<file path="config.mk">
export PLATFORM = sky130hd
export DESIGN_NAME = mem_arbiter
export DESIGN_NICKNAME = d
export VERILOG_FILES = /design/src/rtl/npc_bus_pkg.sv /design/src/rtl/rr_pick2.sv /design/src/rtl/mem_arbiter.sv
export SDC_FILE = /design/constraint.sdc
export NUM_CORES = 1
export LEC_CHECK = 0
export CAP_MARGIN = 40
export CORE_MARGIN = 5
export CORE_UTILIZATION = 38
export CTS_BUF_LIST = sky130_fd_sc_hd__clkbuf_8
export DETAILED_ROUTE_END_ITERATION = 16
export HOLD_SLACK_MARGIN = 0.06
export MAX_ROUTING_LAYER = met4
export PLACE_DENSITY = 0.79
export SLEW_MARGIN = 25
export SYNTH_ARGS = -nofsm -noshare
export SYNTH_HDL_FRONTEND = slang
export SYNTH_SLANG_ARGS = --single-unit
</file>
<file path="constraint.sdc">
create_clock -name clk -period 1.93 [get_ports clk]
set_clock_uncertainty 0.05 [all_clocks]
set_input_delay 0.386 -clock clk [delete_from_list [all_inputs] [get_ports clk]]
set_output_delay 0.386 -clock clk [all_outputs]
set_load 0.02 [all_outputs]
</file>
<file path="src/rtl/npc_bus_pkg.sv">
// Shared bus definitions for the NPC memory arbiter.
// Holds the arbiter state encoding and master IDs.
package npc_bus_pkg;

  typedef enum logic [1:0] {
    ST_IDLE = 2'd0,
    ST_REQ  = 2'd1,
    ST_WAIT = 2'd2,
    ST_ERR  = 2'd3
  } arb_state_e;

  localparam logic MID_IFU = 1'b0;
  localparam logic MID_LSU = 1'b1;

endpackage

</file>
<file path="src/rtl/rr_pick2.sv">
// Two-way round-robin picker (combinational).
// Ports: i_valid0 (IFU), i_valid1 (LSU), i_last -> o_grant_valid, o_grant_id.
module rr_pick2
  import npc_bus_pkg::*;
(
  input  logic i_valid0,
  input  logic i_valid1,
  input  logic i_last,
  output logic o_grant_valid,
  output logic o_grant_id
);

  assign o_grant_valid = i_valid0 | i_valid1;

  always_comb begin
    o_grant_id = MID_IFU;
    case ({i_valid1, i_valid0})
      // contention: the master not served last time wins
      2'b11:   o_grant_id = (i_last == MID_IFU) ? MID_LSU : MID_IFU;
      2'b10:   o_grant_id = MID_LSU;
      default: o_grant_id = MID_IFU;
    endcase
  end

endmodule

</file>
<file path="src/rtl/mem_arbiter.sv">
// Shares one memory port between IFU and LSU; one transaction in flight.
// Ports: ifu_*/lsu_* master side, mem_* memory side, resp_rdata, err.
module mem_arbiter
  import npc_bus_pkg::*;
#(
  parameter int ADDR_W  = 32,
  parameter int DATA_W  = 32,
  parameter int TIMEOUT = 1024
) (
  input  logic                clk,
  input  logic                rst,
  input  logic                ifu_req_valid,
  output logic                ifu_req_ready,
  input  logic [ADDR_W-1:0]   ifu_addr,
  output logic                ifu_resp_valid,
  input  logic                lsu_req_valid,
  output logic                lsu_req_ready,
  input  logic [ADDR_W-1:0]   lsu_addr,
  input  logic                lsu_wen,
  input  logic [DATA_W-1:0]   lsu_wdata,
  input  logic [DATA_W/8-1:0] lsu_wmask,
  output logic                lsu_resp_valid,
  output logic [DATA_W-1:0]   resp_rdata,
  output logic                mem_req_valid,
  input  logic                mem_req_ready,
  output logic [ADDR_W-1:0]   mem_addr,
  output logic                mem_wen,
  output logic [DATA_W-1:0]   mem_wdata,
  output logic [DATA_W/8-1:0] mem_wmask,
  input  logic                mem_resp_valid,
  input  logic [DATA_W-1:0]   mem_rdata,
  output logic                err
);

  localparam int CNT_W = $clog2(TIMEOUT) + 1;
  localparam logic [CNT_W-1:0] CNT_LAST = CNT_W'(TIMEOUT - 1);

  arb_state_e r_state;
  arb_state_e w_next;

  logic             r_last;
  logic             r_owner;
  logic [CNT_W-1:0] r_cnt;
  logic             r_ifu_rv;
  logic             r_lsu_rv;
  logic [DATA_W-1:0] r_rdata;
  logic [ADDR_W-1:0] r_addr;
  logic              r_wen;
  logic [DATA_W-1:0] r_wdata;
  logic [DATA_W/8-1:0] r_wmask;

  logic w_gv;
  logic w_gid;
  logic w_grant;
  logic w_busy;
  logic w_resp;
  logic w_exit;
  logic w_tmo;

  rr_pick2 u_pick (
    .i_valid0      (ifu_req_valid),
    .i_valid1      (lsu_req_valid),
    .i_last        (r_last),
    .o_grant_valid (w_gv),
    .o_grant_id    (w_gid)
  );

  // readys are gated by reset so they drop the moment rst goes low
  assign w_grant = rst & (r_state == ST_IDLE) & w_gv;
  assign w_busy  = (r_state == ST_REQ) | (r_state == ST_WAIT);
  assign w_resp  = (r_state == ST_WAIT) & mem_resp_valid;
  assign w_exit  = ((r_state == ST_REQ) & mem_req_ready) | w_resp;
  // an exit in the last allowed cycle beats the timeout
  assign w_tmo   = w_busy & ~w_exit & (r_cnt >= CNT_LAST);

  assign ifu_req_ready  = w_grant & (w_gid == MID_IFU);
  assign lsu_req_ready  = w_grant & (w_gid == MID_LSU);
  assign ifu_resp_valid = r_ifu_rv;
  assign lsu_resp_valid = r_lsu_rv;
  assign resp_rdata     = r_rdata;
  assign mem_req_valid  = (r_state == ST_REQ);
  assign mem_addr       = r_addr;
  assign mem_wen        = r_wen;
  assign mem_wdata      = r_wdata;
  assign mem_wmask      = r_wmask;
  assign err            = (r_state == ST_ERR);

  always_comb begin
    w_next = r_state;
    unique case (r_state)
      ST_IDLE: begin
        if (w_grant) w_next = ST_REQ;
      end
      ST_REQ: begin
        if (mem_req_ready) w_next = ST_WAIT;
        else if (w_tmo)    w_next = ST_ERR;
      end
      ST_WAIT: begin
        if (mem_resp_valid) w_next = ST_IDLE;
        else if (w_tmo)     w_next = ST_ERR;
      end
      ST_ERR: begin
        w_next = ST_ERR;
      end
    endcase
  end

  always_ff @(posedge clk or negedge rst) begin
    if (!rst) begin
      r_state <= ST_IDLE;
    end else begin
      r_state <= w_next;
    end
  end

  always_ff @(posedge clk or negedge rst) begin
    if (!rst) begin
      r_last  <= MID_LSU;
      r_owner <= MID_IFU;
      r_cnt   <= '0;
      r_addr  <= '0;
      r_wen   <= 1'b0;
      r_wdata <= '0;
      r_wmask <= '0;
    end else if (w_grant) begin
      r_last  <= w_gid;
      r_owner <= w_gid;
      r_cnt   <= '0;
      if (w_gid == MID_LSU) begin
        r_addr  <= lsu_addr;
        r_wen   <= lsu_wen;
        r_wdata <= lsu_wdata;
        r_wmask <= lsu_wmask;
      end else begin
        r_addr  <= ifu_addr;
        r_wen   <= 1'b0;
        r_wdata <= '0;
        r_wmask <= '0;
      end
    end else if (w_busy) begin
      r_cnt <= r_cnt + 1'b1;
    end
  end

  always_ff @(posedge clk or negedge rst) begin
    if (!rst) begin
      r_ifu_rv <= 1'b0;
      r_lsu_rv <= 1'b0;
      r_rdata  <= '0;
    end else begin
      r_ifu_rv <= w_resp & (r_owner == MID_IFU);
      r_lsu_rv <= w_resp & (r_owner == MID_LSU);
      if (w_resp) r_rdata <= mem_rdata;
    end
  end

endmodule

</file>
Word level (Yosys, flattened, before mapping)
Cells that the tools add are included.
{"block": "op_classes", "add_sub_neg": 1, "order_cmp": 1, "eq_ne": 6, "muxes": 13, "bitwise_logic": 16, "reduce_logical": 2}
{"cell": "$mux 32", "n": 2}
{"cell": "$mux 11", "n": 2}
{"cell": "$add 11x1->11 const B", "n": 1}
{"cell": "$ge 11x10->1 const B", "n": 1}
{"cell": "$and 1x1->1", "n": 10}
{"cell": "$eq 2x2->1 const B", "n": 4}
{"cell": "$mux 2", "n": 4}
{"cell": "$pmux 2 s4", "n": 1}
{"cell": "$mux 4", "n": 1}
{"cell": "$not 1->1", "n": 3}
{"cell": "$or 1x1->1", "n": 3}
{"cell": "$eq 2x1->1 const B", "n": 1}
{"cell": "$logic_not 2->1", "n": 1}
{"cell": "$mux 1", "n": 2}
{"cell": "$ne 2x2->1 const B", "n": 1}
{"cell": "$pmux 1 s2", "n": 1}
{"cell": "$reduce_bool 2->1", "n": 1}
{"block": "totals", "regBits": 118, "in_bits": 139, "output_inout_bits": 107, "elab_cells": 50}

Depth between registers and ports, before layout
Gate-level depths: netlist of the first run.
{"block": "depth", "word_depth": 9, "mapped_depth": 9, "ltp_nobuf": 6}

By module
From an unflattened synthesis of the first run, not the netlist that was laid out.
{"block": "unflattened", "hier_cells": 461, "area_unflattened_um2": 4984.8}
{"mod": "mem_arbiter", "instances": 1, "cells_each": 459, "area_each_um2": 4971.0, "seq_area_each_um2": 2954.1}
{"mod": "rr_pick2", "instances": 1, "cells_each": 2, "area_each_um2": 13.8, "seq_area_each_um2": 0.0}

Worst setup path after synthesis of the first run
No wires, ideal clock.
{"block": "synth_timing", "kind": "reg2out", "from": "register r_state[0]", "to": "output port ifu_req_ready", "t_arrival_ns": 1.654, "required_time_ns": 1.494, "setup_slack_ns": -0.160, "stages_incl_launch_ff": 9, "path_buffers": 3, "path_cell_list": "dfrtp_1 inv_1 ha_1 inv_1 or2_1 clkbuf_2 buf_4 buf_2 nor2_1"}
{"block": "synth_between", "elab_chain_len": 4}
{"element": "start, declared", "line": "mem_arbiter.sv:38", "rtl": "arb_state_e r_state;"}
{"element": "start signal, assigned", "line": "mem_arbiter.sv:112", "rtl": "r_state <= w_next;"}
{"element": "$logic_not 2->1", "line": "mem_arbiter.sv:69", "rtl": "assign w_grant = rst & (r_state == ST_IDLE) & w_gv;"}
{"element": "$and 1x1->1 (2 in a row)", "line": "mem_arbiter.sv:69"}
{"element": "$and 1x1->1", "line": "mem_arbiter.sv:76", "rtl": "assign ifu_req_ready = w_grant & (w_gid == MID_IFU);"}
{"element": "end, declared", "line": "mem_arbiter.sv:13", "rtl": "output logic ifu_req_ready,"}
Every way passes these cells.

Worst setup path in the final report of the first run
{"block": "layout_timing", "from": "input port lsu_req_valid", "to": "output port ifu_req_ready"}
{"block": "layout_between", "elab_chain_len": 4, "word_cells_on_any_way": 7, "classes_between": "eq/ne: 2; mux: 1; bitwise: 4"}
{"element": "start, declared", "line": "mem_arbiter.sv:16", "rtl": "input logic lsu_req_valid,"}
{"element": "$eq 2x2->1", "line": "rr_pick2.sv:17", "rtl": "case ({i_valid1, i_valid0})"}
{"element": "$pmux 1 s2", "line": "rr_pick2.sv:17"}
{"element": "$not 1->1", "line": "mem_arbiter.sv:76"}
{"element": "$and 1x1->1 (*)", "line": "mem_arbiter.sv:76"}
Every way passes the cells marked *; elsewhere a longest branch is shown, timed or not.

==> reports/qor.yml, run 1 <==
floorplan:
  die-area_um2: 15600
  initial_core_util_pct: 38.3
  rows: 42
  die_w_um: 125
  coreArea_um2: 13100
  io_pins: 246
  fp.dieH_um: 125
hold_path:
  worstHoldStart: "r_owner"
  whs_path_depth: 1
  hold_path_class: "reg -> reg"
  min_to: "ifu_resp_valid"
critical_path:
  slowest_stage: "clkdlybuf4s50_1"
  ff2ff_path_depth: 8
  cp_data_arrival_time_ns: 1.71
  crit_path_start_kind: "input port"
  rr_endpoint: "mem_wmask[0]"
  ff2ff_setup_slack_ns: 0.18
  crit_type: "in -> out"
  end_kind: "output pin"
  critPathRequiredTime_ns: 1.49
  crit_path_max_incr_delay_ns: 0.49
  crit_fanout: 36
  crit_top_cell: "buf_6"
  path_cells: "clkdlybuf4s50_1 > a21boi_4 > buf_6 > nor2_4 > buf_6"
  r2r_start: "r_state[0]"
pwr:
  power_density_nw_per_um2: 719
  p_total_uw: 5950
  ir_drop_mv: 0.383
  leakagePower_uw: 0.00394
cts:
  htree_levels: 4
  clock_latency_ns: 0.42
  cts_tree: "done"
  cts_buffers: 17
  cts_buffer_depth: 2
  cts_sinks: 118
  clk_pin_slew_worst_paths_ns: 0.07
  root_buffer: "clkbuf_8"
sta:
  relSlewSlack_pct: 53.9
  tightest_slew_ns: 0.692
  slew_violations: 0
  fin_crit_sh_pct: 111
  period_minus_slack_ns: 2.15
  fin_ws_ns: -0.215
  setup_violations: 2
  grt_setup_unrepaired: "true"
  timing.final.hold_violations: 0
  timing.fmax_ghz: 0.466
yosys:
  synth_compound_area_share_pct: 4.77
  synthAdderAreaFrac_pct: 1.50
  synthesis.area_um2: 5010
  synth_xor_area_share_pct: 1.40
  netlist_instances: 459
  synthSimpleGateAreaFrac_pct: 15.8
  synth_ff_type: "dfrtp_1"
  synth-async-reset-ratio_pct: 100
  ys_warn_count: 0
  synth_seq_cells: 118
  postSynthNetCount: 604
  synth-edff-count: 0
  synthMuxAreaShare_pct: 14.2
  synth_top_family_by_area: "simple AND/OR/NAND/NOR gates"
  syn_avg_cell_area_um2: 10.9
  ys_seq_area_share_pct: 58.9
  yosysUniqueCellTypes: 34
routing:
  vias: 4289
  drc_errors: 0
  dr.pass1.iters: 4
  post_drt_via_cell_ratio: 4.73
  post_drt_wl_per_cell_um: 17.1
  detail_route.wirelength_mm: 15.5
  drt_iter0_drc: 271
  final_antenna_net_count: 0
layout:
  diodes: 0
  fin_cells: 906
  final_nets: 862
  final_area_um2: 8270
  area_growth_pct: 64.9
  layout-drive-gt1-share_pct: 14.2
global_route:
  grt_pass1_wl_mm: 24.2
  antenna_found_initial: 0
  grt_pass1_vias: 4555
  grt_max_degree: 80
  grt_use_total_pct: 20.2
  grt-ovfl-total: 0
outcome:
  status: "complete, but fails checks"
  violations: "negative setup slack"
placed_design:
  dp_cells: 870
  io_buffers: 245
  hpwl_mm: 11.5
  place_area_um2: 7730
  place_congestion: 0.860
job:
  cap_viol_max_count: 0
-- worst max path at each step --
stage	startpoint	to	slack, ns	cells after the start
global route	r_state[0]	ifu_req_ready	-0.28	7
detailed placement	ifu_req_valid	lsu_req_ready	-0.49	5
finish	lsu_req_valid	ifu_req_ready	-0.22	5
floorplan	r_state[1]	ifu_req_ready	0.01	8
global placement	ifu_req_valid	lsu_req_ready	-0.49	5
CTS	r_state[0]	ifu_req_ready	-0.23	7
-- layout make-up --
type	instances	area, um2
Fill cell	1014	4810
Tap cell	176	220
Clock buffer	18	248
Sequential cell	118	2950
Timing Repair Buffer	268	2680
Clock inverter	14	208
Inverter	5	21.3
Multi-Input combinational cell	307	1940
-- kinds of logic (layout without fill, tap and decap cells) --
group	count (synthesis)	count (layout)
DFF	118	118
AOI/OAI and AO/OA	45	45
xor gates and xnor gates	8	8
adders and majority gates	6	6
buffers and inverters	34	305
and+or+nand+nor	181	181
muxes	67	67
-- state kept, by name, indices dropped and copies added (netlist names), 2 cells and up --
name	cells
mem_wdata	32
resp_rdata	32
mem_wmask	4
mem_addr	32
r_cnt	11
r_state	2
-- cell usage in the layout, fill, tap and decap left out, drive strengths merged --
master,n
clkinv,4
mux2i,35
o2111ai,1
a21o,2
nand2,112
inv,6
bufinv,5
or2,1
clkbuf,18
a21oi,4
or3,2
mux2,32
dlymetal6s2s,5
and2,1
clkdlybuf4s50,234
nand3,39
and3,2
dfstp,1
xor2,4
o21ai,35
buf,27
xnor2,4
nor3b,2
ha,6
nor2,15
dfrtp,117
dlygate4sd3,1
a21boi,1
clkinvlp,4
dlygate4sd2,1
nand2b,2
a31oi,2
nor4b,1
nand4,3
nor4,1
-- metal layers --
layer | routed length (um) | vias to the layer above | track usage (%)
li1 | - | 2053 | -
met1 | 6340 | 2056 | 22.0
met2 | 7950 | 155 | 34.4
met5 | 0 | - | -
met4 | 340 | 0 | 7.53
met3 | 834 | 25 | 6.65
-- stage by stage --
stage                     utilization (%)  setup slack (ns)  setup TNS [ns]  hold slack (ns)
final                                63.2            -0.215          -0.331            0.403
after global routing                 63.2            -0.283          -0.495            0.413
after CTS                            62.7            -0.226          -0.226            0.161
after detailed placement             59.0            -0.489          -21.61            0.394
after global placement               59.0            -0.490          -17.75            0.384
after floorplan                         -            0.0103               0           0.0404
-- cell usage after synthesis, types with 2 or more instances --
cell type / number / area share, %
nand4_1: 2 / 0.25
nand2_1: 111 / 8.3
ha_1: 6 / 1.5
mux2_2: 32 / 7.2
clkbuf_1: 9 / 0.67
buf_2: 13 / 1.3
a21o_1: 2 / 0.30
mux2i_1: 35 / 7.0
a21oi_1: 4 / 0.40
a31oi_1: 2 / 0.25
o21ai_0: 34 / 3.4
inv_1: 5 / 0.37
xor2_1: 4 / 0.70
nor2_1: 15 / 1.1
dfrtp_1: 117 / 58
xnor2_1: 4 / 0.70
nor3b_1: 2 / 0.30
buf_4: 4 / 0.60
nand2b_1: 2 / 0.25
nand3_1: 39 / 3.9
clkbuf_2: 2 / 0.20
or3_1: 2 / 0.25
and3_1: 2 / 0.25
-- worst max-delay path: cells and delay by family --
family / cells / cell delay (ns)
buffers and inverters: 3 / 1.03
AOI/OAI and AO/OA: 1 / 0.20
and+or+nand+nor: 1 / 0.07
-- power by group --
part / leakage (uW) / switching [uW] / total [uW] / internal (uW)
Combinational: 0.00215 / 326 / 775 / 449
Clock: 0.000222 / 998 / 2560 / 1560
Sequential: 0.00156 / 55.7 / 2610 / 2560
-- timing repair --
action,in CTS,in global routing
setup buffers,0,2
endpoints found under the setup margin,5,8
hold endpoints to repair,0,9
resized for setup,24,7
hold buffers,0,1
pin swaps,3,1
(Power assumes the default switching activity.)
==> run 2: changes to the inputs <==
Settings changed: ABC_AREA from default to 1, CORE_ASPECT_RATIO from default to 1.1, CORE_UTILIZATION 38 to 37, GPL_TIMING_DRIVEN from default to 1, PLACE_DENSITY 0.79 to 0.78.
==> run 2 against run 1 <==
Against the previous run:
- the run now ends clean
- worst hold slack got worse by 0.029 ns
- design area fell by 4.0%
- non-clock buffer count fell by 2
- first-iteration DRC count rose by 15%
- sequential share of layout area rose by 1.5 points
- via count rose by 6.9%
- register-to-register slack got worse by 0.02 ns
- power rose by 99%
- sequential cell count did not move
- clock power fell by 17%
- sequential power rose by 57%
- synthesized area fell by 3.9%
- critical endpoint is now lsu_req_ready
- largest power group is now combinational logic
==> reports/qor.yml, run 2 <==
cts:
  cts_sinks: 118
  cts_tree: "done"
  root_buffer: "clkbuf_8"
  cts_buffers: 17
  cts_buffer_depth: 2
  htree_levels: 4
  clk_pin_slew_worst_paths_ns: 0.07
  clock_latency_ns: 0.43
hold_path:
  hold_path_class: "reg -> reg"
global_route:
  grt_max_degree: 70
  grt_pass1_wl_mm: 24.5
  antenna_found_initial: 0
  grt-ovfl-total: 0
  grt_pass1_vias: 4908
  grt_use_total_pct: 20.6
routing:
  drc_errors: 0
  vias: 4583
  detail_route.wirelength_mm: 15.1
  dr.pass1.iters: 4
  post_drt_via_cell_ratio: 4.87
  final_antenna_net_count: 0
  post_drt_wl_per_cell_um: 16.1
  drt_iter0_drc: 312
layout:
  multi_input_area_um2: 1650
  fillers: 1046
  layout-drive-gt1-share_pct: 8.67
  final_area_um2: 7940
  diodes: 0
  seqCellArea_um2: 2950
  final_nets: 916
  area_growth_pct: 64.7
  layout_commonest_cell: "clkdlybuf4s50_1"
  final_cell_mix: "234 x clkdlybuf4s50_1, 220 x nand2_1, 117 x dfrtp_1"
yosys:
  synthTopCellsByCount: "220 x nand2_1, 117 x dfrtp_1, 39 x nand3_1, 37 x a22o_1, 21 x inv_1"
  synth_seq_cells: 118
  synth-async-reset-ratio_pct: 100
  yosysMostFrequentCell: "nand2_1"
  synthesis.area_um2: 4820
  synth_top_area_cell: "dfrtp_1"
  syn_avg_cell_area_um2: 9.43
  yosysUniqueCellTypes: 24
  ys_warn_count: 0
  synth_area_leaders: "dfrtp_1 61%, nand2_1 17%, a22o_1 6.7%"
  ys_seq_area_share_pct: 61.3
  yosys.area.top_type_share_pct: 60.7
  netlist_instances: 511
  synth-edff-count: 0
  synth_ff_type: "dfrtp_1"
  postSynthNetCount: 656
placed_design:
  hpwl_mm: 11.2
  io_buffers: 245
  place_area_um2: 7490
  place_congestion: 0.824
  place_ws_ns: -0.349
job:
  cap_viol_max_count: 0
sta:
  timing.final.hold_violations: 0
  setup_violations: 0
  relSlewSlack_pct: 57.1
  fin_crit_sh_pct: 99.9
  slew_violations: 0
  period_minus_slack_ns: 1.93
  fin_ws_ns: 0.00150
  timing.fmax_ghz: 0.519
  tightest_slew_ns: 0.644
  grt_setup_unrepaired: "true"
pwr:
  power_density_nw_per_um2: 1490
  leakagePower_uw: 0.00377
  ir_drop_mv: 0.769
critical_path:
  crit_top_cell: "inv_2"
  end_kind: "output pin"
  path_cells: "inv_2 > ha_4 > inv_4 > nor2_4 > nand3_2 > inv_2 > buf_6"
  crit_fanout: 3
  crit_path_start_kind: "flip-flop"
  slowest_stage: "dfrtp_1"
  cp_data_arrival_time_ns: 1.49
  critPathRequiredTime_ns: 1.49
  crit_path_max_incr_delay_ns: 0.40
  crit_type: "reg -> out"
floorplan:
  coreArea_um2: 12700
  fp.dieH_um: 130
  io_pins: 246
  die-area_um2: 15400
  die_w_um: 119
  initial_core_util_pct: 38.0
  rows: 43
outcome:
  status: "complete, no violations"
==> run 2: cell count changes in the layout (fill, tap and decap cells not counted), sizes merged, moves of 6 or more <==
cell   before  now
a21oi       4   10
mux2       32    0
a22o        0   37
o21ai      35   11
nand2     112  220
inv         6   26
mux2i      35    0
==> run 2: power breakdown <==
part | switching (uW) | total [uW] | internal (uW)
Combinational | 2870 | 5630 | 2760
Sequential | 592 | 4100 | 3510
Clock | 1060 | 2120 | 1060
==> run 2: per-stage QoR <==
| step | util (%) | hold slack [ns] | cells | total power [uW] | TNS, ns |
|---|---|---|---|---|---|
| 2_1_floorplan | - | 0.0404 | 511 | 6830 | 0 |
| 3_3_place_gp | 59.0 | 0.365 | 906 | 9610 | -14.43 |
| 6_report | 62.5 | 0.374 | 941 | 11800 | 0 |
| 5_1_grt | 62.5 | 0.382 | 941 | 12600 | -0.196 |
| 3_5_place_dp | 59.0 | 0.365 | 906 | 9770 | -17.03 |
| 4_1_cts | 61.9 | 0.190 | 939 | 11900 | -0.0459 |
==> run 2: area by class of cell <==
cell class	instances	area share, %
flip-flops and latches	118	37.2
repair buffers	266	33.6
multi-input cells	345	20.8
clock buffers	18	3.12
well taps	157	2.47
clock inverters	14	1.61
inverters	23	1.12
==> run 2: routing by layer <==
layer | global-route usage, % | wire, um
met1 | 24.1 | 6210
met2 | 33.5 | 7630
met3 | 5.37 | 889
met4 | 9.61 | 395
met5 | - | 0
==> run 2: path summary, 6_finish.rpt <==
path,slack [ns],depth (start not counted),endpoint,startpoint
max reg2reg,0.16,9,mem_wdata[27],r_state[1]
min,0.37,1,ifu_resp_valid,r_owner
max,0.002,7,lsu_req_ready,r_state[1]
min in group asynchronous,0.65,4,resp_rdata[10],rst
min reg2reg,0.37,1,ifu_resp_valid,r_owner
max in group asynchronous,0.57,4,r_cnt[7],rst
==> run 2: cells by family after synthesis <==
kind of cell,count (synthesis),share of synthesized area [%]
buffers and inverters,48,4.65
AO/OA/AOI/OAI,62,9.55
flip-flops,118,61.3
AND/OR/NAND/NOR,277,22.9
adder cells (fa/ha/maj),6,1.56
==> run 2: repair_timing <==
action / CTS / global route
hold buffers: 0 / 1
pin swaps: 1 / 2
setup buffers: 1 / 1
endpoints found under the setup margin: 7 / 79
resized for setup: 21 / 16
hold endpoints to repair: 0 / 12
==> run 2: worst max-delay path: cells and delay by family, from the launching register on <==
kind          cells  cell delay (ns)
fa+ha+maj         1             0.13
buf+inv           4             0.30
flops             1             0.40
simple gates      2             0.22
==> run 3: changes to the inputs <==
Settings changed: HOLD_SLACK_MARGIN 0.06 to 0.05.
==> results of run 3 <==
No change in the layout: final DEF, timing and power equal those of run 2.
